--- src/rtl/condicionador_botoes_pkg.sv ---
// Shared definitions for the button conditioner: FSM state codes,
// default debounce length and the one-hot test used on accepted vectors.
package condicionador_pkg;

    typedef enum logic [1:0] {
        OCIOSO         = 2'd0,
        PRESSIONADO    = 2'd1,
        ESPERA_SOLTURA = 2'd2
    } estado_t;

    localparam int DEBOUNCE_CYCLES_PADRAO = 4;

    // Widest button vector the one-hot helper handles; callers zero-extend.
    localparam int N_BOTOES_MAX = 32;

    // True only for a nonzero vector with a single bit set.
    function automatic logic eh_one_hot(input logic [N_BOTOES_MAX-1:0] vetor);
        logic [N_BOTOES_MAX-1:0] um;
        um = {{(N_BOTOES_MAX-1){1'b0}}, 1'b1};
        return (vetor != '0) && ((vetor & (vetor - um)) == '0);
    endfunction

endpackage

--- src/rtl/condicionador_botoes_debounce.sv ---
// Two-stage synchroniser followed by a candidate/counter debouncer.
// A new vector must be seen unchanged for DEBOUNCE_CYCLES consecutive
// cycles after it becomes the candidate before it is copied to estavel.
module debounce_vetor
    import condicionador_pkg::*;
#(
    parameter int N_BOTOES        = 4,
    parameter int DEBOUNCE_CYCLES = DEBOUNCE_CYCLES_PADRAO
) (
    input  logic                clock,
    input  logic                reset,
    input  logic [N_BOTOES-1:0] botoes_i,
    output logic [N_BOTOES-1:0] estavel_o
);

    localparam int CW = $clog2(DEBOUNCE_CYCLES) + 1;
    localparam logic [CW-1:0] CNT_MAX = CW'(DEBOUNCE_CYCLES - 1);

    logic [N_BOTOES-1:0] s1_q;
    logic [N_BOTOES-1:0] s2_q;
    logic [N_BOTOES-1:0] candidato_q, candidato_d;
    logic [CW-1:0]       cnt_q, cnt_d;
    logic [N_BOTOES-1:0] estavel_q, estavel_d;

    // Restart the count on any change, otherwise count up to the limit
    // (saturating) and then keep publishing the candidate as stable.
    always_comb begin
        candidato_d = candidato_q;
        cnt_d       = cnt_q;
        estavel_d   = estavel_q;
        if (s2_q != candidato_q) begin
            candidato_d = s2_q;
            cnt_d       = '0;
        end else if (cnt_q < CNT_MAX) begin
            cnt_d = cnt_q + CW'(1);
        end else begin
            estavel_d = candidato_q;
        end
    end

    // Synchroniser and debounce registers, cleared by the active-low reset.
    always_ff @(posedge clock) begin
        if (!reset) begin
            s1_q        <= '0;
            s2_q        <= '0;
            candidato_q <= '0;
            cnt_q       <= '0;
            estavel_q   <= '0;
        end else begin
            s1_q        <= botoes_i;
            s2_q        <= s1_q;
            candidato_q <= candidato_d;
            cnt_q       <= cnt_d;
            estavel_q   <= estavel_d;
        end
    end

    assign estavel_o = estavel_q;

endmodule

--- src/rtl/condicionador_botoes.sv ---
// Button input stage of the memory game: debounces the raw buttons and
// turns each full press/release cycle into one valid or invalid jogada.
module condicionador_botoes
    import condicionador_pkg::*;
#(
    parameter int N_BOTOES        = 4,
    parameter int DEBOUNCE_CYCLES = DEBOUNCE_CYCLES_PADRAO
) (
    input  logic                clock,
    input  logic                reset,
    input  logic [N_BOTOES-1:0] botoes,
    input  logic                habilita,
    input  logic                limpa,
    output logic                jogada_valida,
    output logic                jogada_invalida,
    output logic [N_BOTOES-1:0] jogada,
    output logic                pressionado,
    output logic [1:0]          db_estado
);

    logic [N_BOTOES-1:0] estavel;

    estado_t             estado_q, estado_d;
    logic [N_BOTOES-1:0] jogada_q, jogada_d;
    logic                valida_q, valida_d;
    logic                invalida_q, invalida_d;
    logic                pressionado_q, pressionado_d;

    debounce_vetor #(
        .N_BOTOES        (N_BOTOES),
        .DEBOUNCE_CYCLES (DEBOUNCE_CYCLES)
    ) u_debounce (
        .clock     (clock),
        .reset     (reset),
        .botoes_i  (botoes),
        .estavel_o (estavel)
    );

    // Next-state and output decode; only OCIOSO can accept a press, and an
    // acceptance overrides a simultaneous limpa on the jogada register.
    always_comb begin
        estado_d      = estado_q;
        jogada_d      = limpa ? '0 : jogada_q;
        valida_d      = 1'b0;
        invalida_d    = 1'b0;
        pressionado_d = (estavel != '0);
        case (estado_q)
            ESPERA_SOLTURA: begin
                if (estavel == '0) estado_d = OCIOSO;
            end
            OCIOSO: begin
                if (estavel != '0) begin
                    if (habilita) begin
                        if (eh_one_hot(N_BOTOES_MAX'(estavel))) begin
                            valida_d = 1'b1;
                            jogada_d = estavel;
                        end else begin
                            invalida_d = 1'b1;
                        end
                        estado_d = PRESSIONADO;
                    end else begin
                        estado_d = ESPERA_SOLTURA;
                    end
                end
            end
            PRESSIONADO: begin
                if (estavel == '0) estado_d = OCIOSO;
            end
            default: estado_d = ESPERA_SOLTURA;
        endcase
    end

    // State and output registers; reset starts in ESPERA_SOLTURA so a
    // press must be released before anything is accepted.
    always_ff @(posedge clock) begin
        if (!reset) begin
            estado_q      <= ESPERA_SOLTURA;
            jogada_q      <= '0;
            valida_q      <= 1'b0;
            invalida_q    <= 1'b0;
            pressionado_q <= 1'b0;
        end else begin
            estado_q      <= estado_d;
            jogada_q      <= jogada_d;
            valida_q      <= valida_d;
            invalida_q    <= invalida_d;
            pressionado_q <= pressionado_d;
        end
    end

    assign jogada_valida   = valida_q;
    assign jogada_invalida = invalida_q;
    assign jogada          = jogada_q;
    assign pressionado     = pressionado_q;
    assign db_estado       = estado_q;

endmodule

--- config.mk ---
export PLATFORM = sky130hd
export DESIGN_NAME = condicionador_botoes
export DESIGN_NICKNAME = d
export VERILOG_FILES = /design/src/rtl/condicionador_botoes_pkg.sv /design/src/rtl/condicionador_botoes_debounce.sv /design/src/rtl/condicionador_botoes.sv
export SDC_FILE = /design/constraint.sdc
export NUM_CORES = 1
export LEC_CHECK = 0
export CORE_MARGIN = 4
export CORE_UTILIZATION = 35
export CTS_CLUSTER_DIAMETER = 100
export DETAILED_ROUTE_END_ITERATION = 8
export HOLD_SLACK_MARGIN = 0.05
export PLACE_DENSITY = 0.67
export REMOVE_ABC_BUFFERS = 1
export SYNTH_ARGS = -nofsm -noshare
export SYNTH_HDL_FRONTEND = slang
export SYNTH_SLANG_ARGS = --single-unit
--- constraint.sdc ---
create_clock -name clock -period 1.5 [get_ports clock]
set_input_delay 0.3 -clock clock [delete_from_list [all_inputs] [get_ports clock]]
set_output_delay 0.3 -clock clock [all_outputs]
set_load 0.03 [all_outputs]
=== Yosys cells after proc, flatten, opt, wreduce, memory -nomap -nowiden ===
Cells that the tools add are included.

* Bits in registers: 28
* Output and inout bits: 9
* Logic and storage cells: 43

* Add/sub/neg operators: 2
* Magnitude comparators: 1
* Equal/unequal tests: 5
* Muxes and demuxes: 11
* Bitwise logic cells: 4
* Reduce and logical (&&, ||, !) cells: 10

{| class="wikitable"
|+ Operator list
! operator !! count
|-
| $and A4 B32 Y32 || 1
|-
| $logic_not A32 Y1 || 1
|-
| $mux W4 || 5
|-
| $mux W2 || 3
|-
| $sub A4 B1 Y5 const B || 1
|-
| $logic_not A4 Y1 || 1
|-
| $ne A4 B4 Y1 || 1
|-
| $pmux W2 S2 || 1
|-
| $reduce_and A2 Y1 || 2
|-
| $reduce_and A4 Y1 || 1
|-
| $reduce_bool A4 Y1 || 1
|-
| $reduce_or A2 Y1 || 2
|-
| $add A3 B1 Y3 const B || 1
|-
| $lt A3 B2 Y1 const B || 1
|-
| $not A1 Y1 || 3
|-
| $eq A2 B1 Y1 const B || 1
|-
| $eq A2 B2 Y1 const B || 1
|-
| $logic_not A2 Y1 || 1
|-
| $mux W1 || 2
|-
| $ne A2 B1 Y1 const B || 1
|-
| $ne A2 B2 Y1 const B || 1
|-
| $logic_and A1 B1 Y1 || 1
|}

=== Depth between registers and ports, before layout ===
* Depth in word-level cells: 8
* Gate-level depth with buffers: 6

=== Modules after synthesis ===
A second synthesis with hierarchy kept.

* Cells, all modules: 134
* Area, all modules: 1,262.5 sq um

{| class="wikitable"
|+ Modules (own cells, without submodules)
! module !! instances !! cells each !! area an instance (sq um)
|-
| debounce_vetor || 1 || 64 || 665.6
|-
| condicionador_botoes || 1 || 70 || 596.8
|}

=== Least setup slack after synthesis ===
Ideal clock, no wire load.

* Kind: register to register
* Start point: reg estado_q[0] (netlist: db_estado[0])
* End point: reg jogada_q[1] (netlist: jogada[1])
* Library setup time: 0.087 ns
* Arrival: 1.391 ns
* Required time: 1.413 ns
* Setup slack: 0.022 ns
* Stages on the path, launching flop included: 7
* Path buffers: 0
* Clock period less this slack: 1.478 ns
* Cells stage by stage: dfxtp_1 > inv_1 > ha_1 > nand2_1 > nor2_1 > a311o_1 > o31ai_1

* Cells in the longest elaborated chain, start to end: 2

{| class="wikitable"
|+ Ends and longest elaborated chain
! what !! line !! RTL
|-
| start, declared || condicionador_botoes.sv:23 || <nowiki>estado_t estado_q, estado_d;</nowiki>
|-
| start signal, assigned || condicionador_botoes.sv:83 || <nowiki>estado_q <= estado_d;</nowiki>
|-
| $logic_not A2 Y1 || condicionador_botoes.sv:47 || <nowiki>case (estado_q)</nowiki>
|-
| $mux W4 || condicionador_botoes.sv:47 ||
|-
| end signal, assigned || condicionador_botoes.sv:84 || <nowiki>jogada_q <= jogada_d;</nowiki>
|-
| end, declared || condicionador_botoes.sv:24 || <nowiki>logic [N_BOTOES-1:0] jogada_q, jogada_d;</nowiki>
|}

No other way between the ends.
A chain may end at the register's enable or synchronous reset.

=== Worst setup path after layout ===
* Start point: reg u_debounce.estavel_q[2] (netlist: u_debounce.estavel_o[2])
* End point: reg jogada_q[3] (netlist: jogada[3])

* Cells in the longest elaborated chain, start to end: 8
* Elaborated cells between the ends (all ways): 9
* Classes of those cells: add/sub (1); mux (4); bitwise (1); reduce/logical (3)

{| class="wikitable"
|+ Ends and longest elaborated chain
! what !! line !! RTL
|-
| start, declared || condicionador_botoes_debounce.sv:23 || <nowiki>logic [N_BOTOES-1:0] estavel_q, estavel_d;</nowiki>
|-
| start signal, assigned || condicionador_botoes_debounce.sv:54 || <nowiki>estavel_q <= estavel_d;</nowiki>
|-
| $sub A4 B1 Y5 || condicionador_botoes_pkg.sv:20 || <nowiki>return (vetor != '0) && ((vetor & (vetor - um)) == '0);</nowiki>
|-
| $and A4 B32 Y32 || condicionador_botoes_pkg.sv:20 ||
|-
| $logic_not A32 Y1 || condicionador_botoes_pkg.sv:20 ||
|-
| $logic_and A1 B1 Y1 || condicionador_botoes_pkg.sv:20 ||
|-
| $mux W4 || condicionador_botoes.sv:54 || <nowiki>if (eh_one_hot(N_BOTOES_MAX'(estavel))) begin</nowiki>
|-
| $mux W4 || condicionador_botoes.sv:53 || <nowiki>if (habilita) begin</nowiki>
|-
| $mux W4 * || condicionador_botoes.sv:52 || <nowiki>if (estavel != '0) begin</nowiki>
|-
| $mux W4 * || condicionador_botoes.sv:47 ||
|}

Every way passes the cells marked *; elsewhere a longest branch is shown, timed or not.

==> flow_summary.json <==
{
  "combPwrFrac": 0.092,
  "antenna_cells": 0,
  "reg2reg_to": "jogada[3]$_SDFF_PN0_",
  "syn_to_final_growth_pct": 22.4,
  "finalClockSkew_ns": 0.00769,
  "fin_ws_ns": 0.0745,
  "r2r_start": "u_debounce.estavel_o[2]$_SDFFE_PN0P_",
  "grt_usage": 0.101,
  "root_buffer": "clkbuf_4",
  "crit_path_max_fanout": 9,
  "clockPowerShare": 0.354,
  "final_max_slew_viol_count": 0,
  "cp-endpoint": "jogada[3]$_SDFF_PN0_",
  "post_drt_via_cell_ratio": 4.83,
  "synth_edf_count": 0,
  "fp.dieH_um": 66.2,
  "fin_crit_ns": 1.43,
  "yosysSeqAreaShare": 0.473,
  "drc": 0,
  "grt_antenna_before_repair": 0,
  "cts_tree": "yes",
  "wire_per_inst_um": 11.3,
  "io_pins": 17,
  "drive_gt1_frac": 0.186,
  "core_um2": 3150,
  "sequentialPowerShare": 0.554,
  "switching_share": 0.219,
  "ff2ff_path_depth": 4,
  "syn_inst": 121,
  "dp_hpwl_um": 1530,
  "num_rows": 20,
  "start_util": 0.376,
  "internal_power_w": 0.00110,
  "place_congestion": 0.746,
  "cts_hold_buf": 0,
  "globalRouteOverflowTotal": 0,
  "power.total_w": 0.00141,
  "end_kind": "flop",
  "drtAntennaViolNets": 0,
  "grt_pass1_wl_um": 3390,
  "crit_chain": "or3b_4 -> o211ai_2 -> a41oi_2 -> a32o_1",
  "dieArea_um2": 4380,
  "cts-buffers-inserted": 3,
  "clockBufferDepth": 2,
  "clk_latency_ns": 0.33,
  "yosysWarnings": 0,
  "hold_path.class": "reg -> reg",
  "crit_path_start": "u_debounce.estavel_o[2]$_SDFFE_PN0P_",
  "hold_ws_ns": 0.445,
  "crit_slowest_cell": "or3b_4",
  "syn-cell-area_um2": 1180,
  "postCtsSetupRepairBufs": 0,
  "port-buffer-count": 16,
  "power.leakage_nw": 0.609,
  "max_stage_delay_ns": 0.43,
  "cp-start-kind": "flop",
  "required_ns": 1.74,
  "cts_max_level": 1,
  "hold_violations": 0,
  "grt_max_degree": 17,
  "dr.pass1.iters": 4,
  "crit_type": "reg -> reg",
  "fmax_mhz": 702,
  "drv_cap": 0,
  "tightest_slew_ns": 0.324,
  "r2r_setup_slack_ns": 0.07,
  "rsz0062_at_grt": "true",
  "async_flop_share": 0,
  "setup_viol": 0,
  "irDropWorstVdd_v": 0.000406,
  "clkTransAtPathRegs_ns": 0.15,
  "first_global_vias": 812,
  "dp_slack_ns": -0.0693,
  "wirelength_um": 2070,
  "synth_seq_cells": 28,
  "max_slew_margin": 0.783,
  "nNetsFinal": 151,
  "fin_util": 0.460,
  "post-route-period-util": 0.950,
  "switchingPower_w": 0.000309,
  "critPathArrivalTime_ns": 1.67,
  "status": "complete, no violations",
  "p_per_area_nw_per_um2": 972,
  "syn_avg_cell_area_um2": 9.79,
  "tns_ns": 0,
  "synth_cell_types": 38,
  "clkSinkCount": 28,
  "die_x_um": 66.2,
  "num_vias": 889,
  "drt_iter0_drc": 31,
  "synth_ff_type": "dfxtp_1"
}
-- synthesized netlist by cell type, drive strengths merged (2+ instances only) --
master | number | share of area
a21oi | 4 | 0.017
and2 | 12 | 0.063
and3b | 2 | 0.016
buf | 5 | 0.048
clkbuf | 3 | 0.011
dfxtp | 28 | 0.47
ha | 2 | 0.021
inv | 5 | 0.016
mux2i | 4 | 0.034
nand2 | 15 | 0.048
nor2 | 7 | 0.022
nor2b | 3 | 0.016
nor3 | 3 | 0.013
nor4 | 2 | 0.016
o21ai | 2 | 0.0084
o31ai | 2 | 0.013
xor2 | 4 | 0.030
-- placed cells by master, fill, tap and decap left out, types with 2 or more instances in the layout --
master           count
inv_1                5
o21ai_0              2
xor2_1               4
nor2_1               7
ha_1                 2
dfxtp_2              4
nor4_2               2
clkdlybuf4s50_1      7
dlygate4sd2_1        9
a21oi_1              4
o31ai_1              2
mux2i_1              4
nor2b_1              2
nor3_1               2
nand2_1             14
buf_4                6
dfxtp_1             24
clkbuf_4             3
and2_1              12
-- power by group through the flow --
stage	registers [W]	clock network, W	logic, W
2_1_floorplan	0.000804	0	0.0000643
3_3_place_gp	0.000796	0	0.000123
3_5_place_dp	0.000798	0	0.000128
4_1_cts	0.000782	0.000514	0.000125
5_1_grt	0.000786	0.000552	0.000144
6_report	0.000782	0.000499	0.000129
-- worst min path at each step --
stage                                        from  slack (ns)  cells after the start                             to
floorplan                                   reset        0.37                      1      db_estado[1]$_SDFFE_PN1P_
global placement    u_debounce.s1_q[0]$_SDFF_PN0_        0.41                      1  u_debounce.s2_q[0]$_SDFF_PN0_
detailed placement  u_debounce.s1_q[2]$_SDFF_PN0_        0.42                      1  u_debounce.s2_q[2]$_SDFF_PN0_
CTS                 u_debounce.s1_q[0]$_SDFF_PN0_        0.45                      1  u_debounce.s2_q[0]$_SDFF_PN0_
global route        u_debounce.s1_q[3]$_SDFF_PN0_        0.49                      1  u_debounce.s2_q[3]$_SDFF_PN0_
finish              u_debounce.s1_q[0]$_SDFF_PN0_        0.44                      1  u_debounce.s2_q[0]$_SDFF_PN0_
-- layer usage --
layer	up-vias	part of all wire	GRT usage
li1	443	-	-
met1	424	0.50	0.127
met2	17	0.43	0.159
met3	5	0.040	0.0289
met4	0	0.027	0.0457
met5	-	0	0
-- flip-flops by register name, summed over array words and instances, names as in the netlist --
name / cells
u_debounce.cnt_q: 3
pressionado: 1
u_debounce.s2_q: 4
jogada_valida: 1
u_debounce.estavel_o: 4
db_estado: 2
jogada: 4
u_debounce.s1_q: 4
jogada_invalida: 1
u_debounce.candidato_q: 4
-- per-stage QoR --
stage,cells,instance area [um^2]
floorplan,113,1120
global placement,180,1380
detailed placement,180,1380
CTS,184,1430
global route,184,1450
finish,184,1450
-- area by class of cell --
type | count | area (um^2)
timing repair buffer | 23 | 205
inverter | 5 | 18.8
multi-input combinational | 80 | 553
clock buffer | 3 | 22.5
tap | 44 | 55.1
clock inverter | 1 | 30.0
fill | 328 | 1700
sequential | 28 | 566
-- logic make-up (layout without fill, tap and decap cells) --
| group | after synthesis | after routing | share of synthesized area |
|---|---|---|---|
| adder cells (fa/ha/maj) | 3 | 3 | 0.0296 |
| XOR/XNOR | 5 | 5 | 0.0370 |
| AND/OR/NAND/NOR | 50 | 50 | 0.231 |
| flip-flops | 28 | 28 | 0.473 |
| AO/OA/AOI/OAI | 18 | 18 | 0.121 |
| multiplexers | 4 | 4 | 0.0338 |
| buffers and inverters | 13 | 32 | 0.0739 |
-- critical path, delay by kind of cell, from the launching register on --
family | cells | cell delay (ns)
compound gates | 3 | 0.50
simple gates | 1 | 0.43
flops | 1 | 0.40
-- repair_timing --
| item | 4_1_cts | 5_1_grt |
|---|---|---|
| resized for setup | 9 | 9 |
| hold endpoints to repair | 0 | 0 |
| pin swaps | 0 | 1 |
| endpoints found under the setup margin | 9 | 8 |
Note: power is estimated with default switching activity, not from simulation.
